==> src/rtl/ring_token_arbiter.sv <==
// Round-robin arbiter with a rotating one-hot token, grant/done handshake,
// a one-cycle dead gap between owners and a forced release at the hold limit.
module ring_token_arbiter #(
    parameter int N        = 4,
    parameter int MAX_HOLD = 8,
    parameter int CNT_W    = 4
) (
    input  logic                 clk,
    input  logic                 reset,
    input  logic [N-1:0]         req,
    input  logic [N-1:0]         done,
    output logic [N-1:0]         grant,
    output logic [$clog2(N)-1:0] owner,
    output logic                 busy,
    output logic                 timeout
);

    localparam int OW = $clog2(N);
    localparam logic [CNT_W-1:0] HOLD_LAST = CNT_W'(MAX_HOLD - 1);

    typedef enum logic [1:0] {
        S_IDLE  = 2'd0,
        S_GRANT = 2'd1,
        S_GAP   = 2'd2
    } state_t;

    state_t          r_state;
    state_t          w_state_nxt;
    logic [N-1:0]    r_ptr;
    logic [N-1:0]    w_ptr_nxt;
    logic [N-1:0]    r_grant;
    logic [N-1:0]    w_grant_nxt;
    logic [OW-1:0]   r_owner;
    logic [OW-1:0]   w_owner_nxt;
    logic [CNT_W-1:0] r_cnt;
    logic [CNT_W-1:0] w_cnt_nxt;
    logic            r_timeout;
    logic            w_timeout_nxt;

    logic [N-1:0]    w_req_hi;
    logic [N-1:0]    w_pick;
    logic            w_rel_normal;
    logic            w_rel_forced;

    function automatic logic [OW-1:0] onehot_idx(input logic [N-1:0] oh);
        logic [OW-1:0] idx;
        idx = '0;
        for (int i = 0; i < N; i++) begin
            if (oh[i]) idx = i[OW-1:0];
        end
        return idx;
    endfunction

    // Requests at or above the token position win; otherwise wrap to the lowest set bit.
    assign w_req_hi = req & ~(r_ptr - N'(1));
    assign w_pick   = (|w_req_hi) ? (w_req_hi & (~w_req_hi + N'(1)))
                                  : (req & (~req + N'(1)));

    assign w_rel_normal = done[r_owner] | ~req[r_owner];
    assign w_rel_forced = ~w_rel_normal & (r_cnt == HOLD_LAST);

    always_comb begin
        w_state_nxt   = r_state;
        w_ptr_nxt     = r_ptr;
        w_grant_nxt   = r_grant;
        w_owner_nxt   = r_owner;
        w_cnt_nxt     = r_cnt;
        w_timeout_nxt = 1'b0;
        case (r_state)
            S_IDLE, S_GAP: begin
                w_grant_nxt = '0;
                w_state_nxt = S_IDLE;
                if (|req) begin
                    w_grant_nxt = w_pick;
                    w_owner_nxt = onehot_idx(w_pick);
                    w_cnt_nxt   = '0;
                    w_state_nxt = S_GRANT;
                end
            end
            S_GRANT: begin
                if (w_rel_normal || w_rel_forced) begin
                    w_grant_nxt   = '0;
                    w_ptr_nxt     = {r_grant[N-2:0], r_grant[N-1]};
                    w_timeout_nxt = w_rel_forced;
                    w_state_nxt   = S_GAP;
                end else begin
                    w_cnt_nxt = r_cnt + CNT_W'(1);
                end
            end
            default: begin
                w_grant_nxt = '0;
                w_state_nxt = S_IDLE;
            end
        endcase
    end

    always_ff @(posedge clk or posedge reset) begin
        if (reset) begin
            r_state   <= S_IDLE;
            r_ptr     <= N'(1);
            r_grant   <= '0;
            r_owner   <= '0;
            r_cnt     <= '0;
            r_timeout <= 1'b0;
        end else begin
            r_state   <= w_state_nxt;
            r_ptr     <= w_ptr_nxt;
            r_grant   <= w_grant_nxt;
            r_owner   <= w_owner_nxt;
            r_cnt     <= w_cnt_nxt;
            r_timeout <= w_timeout_nxt;
        end
    end

    assign grant   = r_grant;
    assign owner   = r_owner;
    assign busy    = |r_grant;
    assign timeout = r_timeout;

endmodule

==> config.mk <==
export PLATFORM = sky130hd
export DESIGN_NAME = ring_token_arbiter
export DESIGN_NICKNAME = d
export VERILOG_FILES = /design/src/rtl/ring_token_arbiter.sv
export SDC_FILE = /design/constraint.sdc
export NUM_CORES = 1
export LEC_CHECK = 0
export ABC_AREA = 0
export CAP_MARGIN = 15
export CORE_MARGIN = 3
export CORE_UTILIZATION = 30
export CTS_BUF_LIST = sky130_fd_sc_hd__clkbuf_2 sky130_fd_sc_hd__clkbuf_4 sky130_fd_sc_hd__clkbuf_8
export DETAILED_ROUTE_END_ITERATION = 10
export HOLD_SLACK_MARGIN = 0.1
export PLACE_DENSITY = 0.51
export SLEW_MARGIN = 0
export SYNTH_ARGS = -nofsm -noshare
export SYNTH_HDL_FRONTEND = slang
export SYNTH_SLANG_ARGS = --single-unit
==> constraint.sdc <==
create_clock -name clk -period 1.85 [get_ports clk]
set_input_delay 0.4625 -clock clk [delete_from_list [all_inputs] [get_ports clk]]
set_output_delay 0.4625 -clock clk [all_outputs]
set_load 0.02 [all_outputs]
Word level (Yosys, flattened, before mapping)
Cells that the tools add are included.
{"block": "word_totals", "reg_bits": 17, "output_inout_bits": 8, "wordCells": 56}
{"block": "op_classes", "add_sub_neg": 4, "n_lt_le_gt_ge": 1, "eq_ne": 6, "n_mux": 19, "n_bitwise": 10, "n_reduce_logical": 10}
{"op": "$mux W4", "n": 5}
{"op": "$pmux W4 S2", "n": 2}
{"op": "$add A4 B1 Y4 const B", "n": 3}
{"op": "$and A4 B4 Y4", "n": 3}
{"op": "$not A4 Y4", "n": 3}
{"op": "$reduce_or A4 Y1", "n": 3}
{"op": "$mux W1", "n": 6}
{"op": "$mux W2", "n": 3}
{"op": "$ne A2 B2 Y1 const B", "n": 3}
{"op": "$bmux W1 S2", "n": 2}
{"op": "$eq A4 B3 Y1 const B", "n": 1}
{"op": "$pmux W2 S2", "n": 1}
{"op": "$reduce_and A2 Y1", "n": 2}
{"op": "$sub A4 B1 Y4 const B", "n": 1}
{"op": "$lt A2 B3 Y1 const B", "n": 1}
{"op": "$reduce_and A3 Y1", "n": 1}
{"op": "$eq A2 B1 Y1 const B", "n": 1}
{"op": "$eq A2 B2 Y1 const B", "n": 1}
{"op": "$logic_not A2 Y1", "n": 1}
{"op": "$not A1 Y1", "n": 2}
{"op": "$reduce_bool A2 Y1", "n": 1}
{"op": "$reduce_or A2 Y1", "n": 1}
{"op": "$and A1 B1 Y1", "n": 1}
{"op": "$logic_or A1 B1 Y1", "n": 1}
{"op": "$or A1 B1 Y1", "n": 1}

Logic depth before layout (Yosys ltp)
Gate-level depths: netlist (run 1).
{"block": "depth", "word_depth": 10, "mapped_depth": 6}

Worst setup path after synthesis (run 1)
OpenSTA, ideal clock, no wires.
{"block": "synth_path", "path_type": "input to register", "startpoint": "in done[3]", "endpoint": "reg r_ptr[1]", "setup_time_ns": 0.125, "t_arrival_ns": 1.673, "t_required_ns": 1.725, "setup_slack_ns": 0.052, "stages": 4, "path_buffers": 0, "path_cell_list": "nand2b_1 mux4_2 o21a_4 mux2_4"}
{"block": "synth_via", "elab_chain_len": 7}
{"element": "start, declared", "line_no": "11", "rtl": "input logic [N-1:0] done,"}
{"element": "$bmux W1 S2 *", "line_no": "59", "rtl": "assign w_rel_normal = done[r_owner] | ~req[r_owner];"}
{"element": "$mux W1 (not written as such) *", "line_no": "59"}
{"element": "$or A1 B1 Y1 *", "line_no": "59"}
{"element": "$not A1 Y1", "line_no": "60", "rtl": "assign w_rel_forced = ~w_rel_normal & (r_cnt == HOLD_LAST);"}
{"element": "$and A1 B1 Y1", "line_no": "60"}
{"element": "$logic_or A1 B1 Y1 *", "line_no": "81", "rtl": "if (w_rel_normal || w_rel_forced) begin"}
{"element": "$reduce_and A2 Y1 (no source line) *"}
{"element": "end signal, assigned", "line_no": "107", "rtl": "r_ptr <= w_ptr_nxt;"}
{"element": "end, declared", "line_no": "29", "rtl": "logic [N-1:0] r_ptr;"}
Mark *: on every way between the ends. The rest lies on a longest branch, timed or not. The select of a mux whose other input is x is not followed.
A chain may end at the register's enable or synchronous reset.

Worst setup path after layout (run 1)
{"block": "layout_path", "startpoint": "reg r_grant[3] (netlist: grant[3])", "endpoint": "out busy"}
{"block": "layout_via", "elab_chain_len": 1}
{"element": "start, declared", "line_no": "31", "rtl": "logic [N-1:0] r_grant;"}
{"element": "start signal, assigned", "line_no": "108", "rtl": "r_grant <= w_grant_nxt;"}
{"element": "$reduce_or A4 Y1", "line_no": "117", "rtl": "assign busy = |r_grant;"}
{"element": "end, declared", "line_no": "14", "rtl": "output logic busy,"}
Every way passes these cells.

==> metrics, run 1 <==
outcome=complete, no violations; CTS buffer count=3; Rows=19; fin area=0.00135 mm2; die width=between 60 and 70 um; number of remaining DRC errors=0; Via density=approximately 5.1; Slew HR=just over 70%; final clock skew=slightly above 0.009 ns; CTS Buffer Depth=2; Worst Hold Class=input port to async pin; area grow syn2layout=46.9%; sequential share of the synthesized area=46.5%; vias in the first global route=slightly below 800; Yosys top cell area share=between 40% and 50%; drt first pass iters=4; post-DP HPWL=1.74 mm; worst endpoint data arrival time=between 1 and 1.5 ns; dpl cell area=roughly 0.0013 mm2; Die Y=slightly above 60 um; final core utilization=a little under half; Min Clock Period, post-route=between 1.5 and 2 ns; Synth Register Bits=17; worst path cell trace=or4_1 > buf_2; Detailed Route WL=between 2 and 2.5 mm; antenna violations before repair=0; clk_lat worst skew=roughly 0.30 ns; via count=786; Clk pin slew, worst setup/hold paths=about 0.11 ns; Worst Setup End Kind=output pin; drt initial violations=28; Synthesized Nets=95; delay-heaviest family, CP=simple AND/OR/NAND/NOR gates; grt ovf=0; fin crit share=roughly 99%; synthesized instance count=just over 80; Max Clk Rate=approximately 550 MHz; max cap viols=0; worst slew pin tran=between 0.4 and 0.5 ns; fin. max-slew vios=0; Critical Setup Path Class=register to output pin; crit-path max cell delay=0.51 ns; share of cells above drive strength 1=between 30% and 40%; routed len/inst=between 10 and 15 um; final setup fails=0; # diodes=0; fin cells=roughly 150; Req. time, crit path=around 1.4 ns; CP max stage cell=or4_1; Buf+Inv Stages, Crit Path=1; YS warnings=0; Async SR Flop Fraction=100%; Yosys top cell by area=dfrtp_1; RSZ-0062 raised after global routing=true; leak pwr=around 0.66 nW; PwrDens=around 1500 mW/mm2; first-pass GRT wire length=3.53 mm; core area=0.00283 mm2; Most used DFF post-synth=dfrtp_1; H-tree depth=1; largest cells by area after synthesis=dfrtp_1, mux2_4, nand2b_1; GP Congestion=between 0.7 and 0.8; clock root buffer=clkbuf_4; ANT nets after route=0; CTS tree=done; Yosys cell types=36; Clock Sinks=17; crit-path max FO=2; Placed Cells=148; GRT Resource Usage Total=12.9%; Die ar.=about 0.0038 mm2; crit start category=register; Avg Cell Area, Syn=between 10 and 15 um2; Final #Nets=~140; Post-synth EDFFs=0; I/O Buffers=17; synthesized area=roughly 920 um2; final hold violations=0; Setup TNS Final=0 ns; initial core utilization=between 30% and 40%; Worst VDD drop=0.686 mV; I/O pin count=18; pin count of the biggest net entering global routing=18
tightest hold or removal path, delay by kind of cell:
kind	cells	cell delay, ns
buffers and inverters	3	0.68
stage by stage:
step                      hold slack (ns)  worst slack [ns]  power, W
after floorplan                     0.388            0.0519   0.00131
after global placement              0.540            -0.426   0.00177
after detailed placement            0.555            -0.449   0.00179
after CTS                           0.450          0.000152   0.00199
after global routing                0.460           -0.0544   0.00218
final                               0.457            0.0196   0.00202
logic make-up after synthesis:
group	after synthesis	share of synthesized area (%)
xor+xnor	1	0.955
flops	17	46.5
buf+inv	6	2.46
fa+ha+maj	2	2.73
mux	7	11.2
compound gates	21	17.9
simple gates	29	18.3
layer usage:
layer,global-route usage (%),up-vias,wire length [um]
li1,-,392,-
met1,17.2,368,999
met2,21.0,22,1130
met3,3.56,4,115
met4,2.79,0,27
met5,0,-,0
path summary, 6_finish.rpt:
check / end / from / cells past startpoint / slack (ns)
worst max-delay path: busy / grant[3] / 2 / 0.02
worst min-delay path: grant[2] / reset / 3 / 0.46
worst max register to register: r_cnt[3] / r_cnt[1] / 5 / 0.03
worst min register to register: r_cnt[1] / r_cnt[1] / 2 / 0.57
max in group asynchronous: r_ptr[0] / reset / 3 / 1.14
min in group clk: r_cnt[1] / r_cnt[1] / 2 / 0.57
report_power, final:
| group | internal, W | switching, W | total [W] |
|---|---|---|---|
| Combinational | 0.000593 | 0.000605 | 0.00120 |
| Clock | 0.0000823 | 0.000123 | 0.000205 |
| Sequential | 0.000515 | 0.000107 | 0.000622 |
flip-flops by register name, summed over array words and instances (netlist names):
name / count
r_ptr: 4
grant: 4
r_cnt: 4
owner: 2
r_state: 2
timeout: 1
synthesized netlist by cell type (2+ instances only):
master	n
a21oi_1	2
a31oi_1	3
dfrtp_1	16
ha_1	2
inv_1	6
mux2_4	4
mux2i_1	2
nand2_1	7
nand2b_1	6
nor2_1	2
nor3_1	2
o21ai_1	2
o2bb2ai_1	4
or4_1	3
area by class of cell:
class | count | area, um2
fillers | 285 | 1480
multi-input cells | 60 | 533
flip-flops and latches | 17 | 427
repair buffers | 35 | 297
well taps | 31 | 38.8
clock buffers | 3 | 22.5
inverters | 6 | 22.5
clock inverters | 1 | 7.51
cell usage in the layout (no fill, tap or decap), types with 2 or more instances in the layout:
master           instances
dfrtp_1                 16
o21ai_1                  2
buf_4                   18
dlygate4sd2_1            9
nand2b_4                 3
nor2_1                   2
mux2_4                   4
mux2i_1                  2
a31oi_1                  3
o2bb2ai_1                4
or4_1                    2
nor3_1                   2
inv_1                    6
clkbuf_4                 3
nand2_1                  7
clkdlybuf4s50_1          4
dlymetal6s2s_1           3
nand2b_1                 3
timing repair:
action / 4_1_cts / 5_1_grt
pin swaps: 1 / 0
gates resized for setup: 16 / 12
hold buffers: 0 / 0
buffers inserted: 1 / 0
endpoints found under the setup margin: 9 / 9
Power figures use the tool's default switching activity.
==> run 2, diff against run 1 <==
- HOLD_SLACK_MARGIN: 0.1 -> 0.06
==> results of run 2 <==
Final layout, timing and power as in run 1 (identical DEF).
==> run 3, diff against run 2 <==
- CELL_PAD_IN_SITES_DETAIL_PLACEMENT: not set -> 0
- CELL_PAD_IN_SITES_GLOBAL_PLACEMENT: not set -> 1
- PLACE_DENSITY: 0.51 -> 0.62
==> run 3 against run 2 <==
  * Core utilization shrank 0.53 points
  * Sequential power barely moved
  * Flip-flop and latch count unchanged
==> metrics, run 3 (synthesis gave the netlist of run 1 again) <==
outcome=complete, no violations; pin count of the biggest net entering global routing=18 (unchanged); Slew HR=74.9% (+4.4 points); combined area of the multi-input logic cells=512 um2 (-4.0%); routed len/inst=14.3 um (-3.8%); drt initial violations=11 (-61%); grt ovf=0 (unchanged); clk_lat worst skew=0.29 ns (about the same); number of remaining DRC errors=0 (unchanged); core area=0.00283 mm2 (unchanged); crit-path max FO=2 (unchanged); die width=61.3 um (unchanged); fin crit share=98.7% (-0.24 points); Comb pwr share=59.9% (+0.7 points); first-pass GRT wire length=3.30 mm (-6.4%); leak pwr=0.650 nW (-1.7%); Switch Pwr=0.000833 W (-0.20%); vias in the first global route=741 (-3.9%); final setup margin=0.0240 ns (+0.00443 ns); Worst VDD drop=0.778 mV (+13%); most frequent cells in the layout=buf_4, dfrtp_1, dlygate4sd2_1; max cap viols=0 (unchanged); crit start category=register; Final #Nets=135 (unchanged); worst slew pin tran=0.376 ns (-0.0653 ns); Reg power frac=30.2% (-0.5 points); antenna violations before repair=0 (unchanged); H-tree depth=1 (unchanged); via count=761 (-3.2%); Clock power frac=10.0% (about the same); Critical Setup Path Class=register to output pin; fin. max-slew vios=0 (unchanged); worst slack, placed=-0.414 ns (+0.0347 ns); I/O Buffers=17 (unchanged); commonest non-fill, non-tap cell in the layout=buf_4; final hold slack=0.458 ns (+0.00142 ns); Worst Hold Class=input port to async pin; Req. time, crit path=1.39 ns (about the same); final clock skew=0.00624 ns (-0.00308 ns); dpl cell area=0.00125 mm2 (unchanged); Min Clock Period, post-route=1.83 ns (-0.00443 ns); PwrDens=1550 mW/mm2 (+3.4%); GP Congestion=0.787 (+9.1%); Worst Setup End Kind=output pin; Die Y=61.3 um (unchanged); drt first pass iters=4 (unchanged); Clock Sinks=17 (unchanged); # diodes=0 (unchanged); CTS buffer count=3 (unchanged); initial core utilization=32.4% (unchanged); Clk pin slew, worst setup/hold paths=0.11 ns (about the same); post-DP HPWL=1.67 mm (-3.8%); sw frac=40.2% (-0.98 points); fin area=0.00133 mm2 (-1.1%); Rows=19 (unchanged); fin cells=153 (unchanged); CTS Buffer Depth=2 (unchanged); Placed Cells=148 (unchanged); Storage cell area=427 um2 (unchanged); clock root buffer=clkbuf_4; Detailed Route WL=2.18 mm (-3.8%); Max Clk Rate=548 MHz (+0.24%); share of cells above drive strength 1=32.0% (-3.3 points); final hold violations=0 (unchanged); final setup fails=0 (unchanged); Die ar.=0.00376 mm2 (unchanged); area grow syn2layout=45.3%; CTS tree=done; worst endpoint data arrival time=1.36 ns (about the same); Via density=4.97 (-3.2%); ANT nets after route=0 (unchanged); fillers=273 (-4.2%); RSZ-0062 raised after global routing=true; I/O pin count=18 (unchanged); GRT Resource Usage Total=12.2% (-0.70 points); internal power=0.00124 W (+3.9%)
-- run 3: cell counts in the layout (fill, tap and decap cells not counted) --
No cell type changed its count.
-- run 3: what timing repair did --
item                       4_1_cts  5_1_grt
pin swaps                        1        2
buffers inserted                 1        0
setup endpoints to repair        8        9
resized for setup               14       12
hold endpoints to repair         0        0
hold buffers                     0        0
-- run 3: cell type report --
cell class / instances / share of cell area (%)
repair buffers: 35 / 22.7
clock inverters: 1 / 0.563
flip-flops and latches: 17 / 32.0
well taps: 31 / 2.91
inverters: 6 / 1.69
clock buffers: 3 / 1.69
multi-input cells: 60 / 38.4
-- run 3: power groups by stage --
stage	registers (W)	clock network, W	logic [W]
detailed placement	0.000627	0	0.00115
global route	0.000643	0.000233	0.00134
finish	0.000624	0.000207	0.00124
floorplan	0.000702	0	0.000607
CTS	0.000621	0.000216	0.00113
global placement	0.000625	0	0.00115
-- run 3: final timing paths --
path	from	end	slack, ns	cells after the start
hold / removal	reset	grant[2]	0.46	3
setup reg to reg	r_cnt[1]	r_cnt[3]	0.09	5
min in group clk	r_ptr[3]	r_ptr[3]	0.56	1
hold reg to reg	r_ptr[3]	r_ptr[3]	0.56	1
max in group asynchronous	reset	r_ptr[0]	1.14	3
setup / recovery	grant[0]	busy	0.02	2
-- run 3: routing by layer --
layer / part of all wire (%) / track usage (%) / vias up
li1: - / - / 387
met1: 45 / 14.9 / 354
met2: 49 / 20.4 / 18
met3: 5.2 / 3.98 / 2
met4: 0.46 / 3.72 / 0
met5: 0 / 0 / -
-- run 3: critical path, stage by stage, from the launching register on --
cell and delay (ns):
dfrtp_1 0.39, or4_4 0.53, buf_6 0.15
-- run 3: per-stage QoR --
stage / setup TNS [ns] / util [%] / power, W
finish: 0 / 47.1 / 0.00207
global route: -0.0189 / 47.1 / 0.00222
CTS: -0.00604 / 45.3 / 0.00197
detailed placement: -4.31 / 44.3 / 0.00178
global placement: -4.29 / 44.3 / 0.00177
floorplan: 0 / - / 0.00131
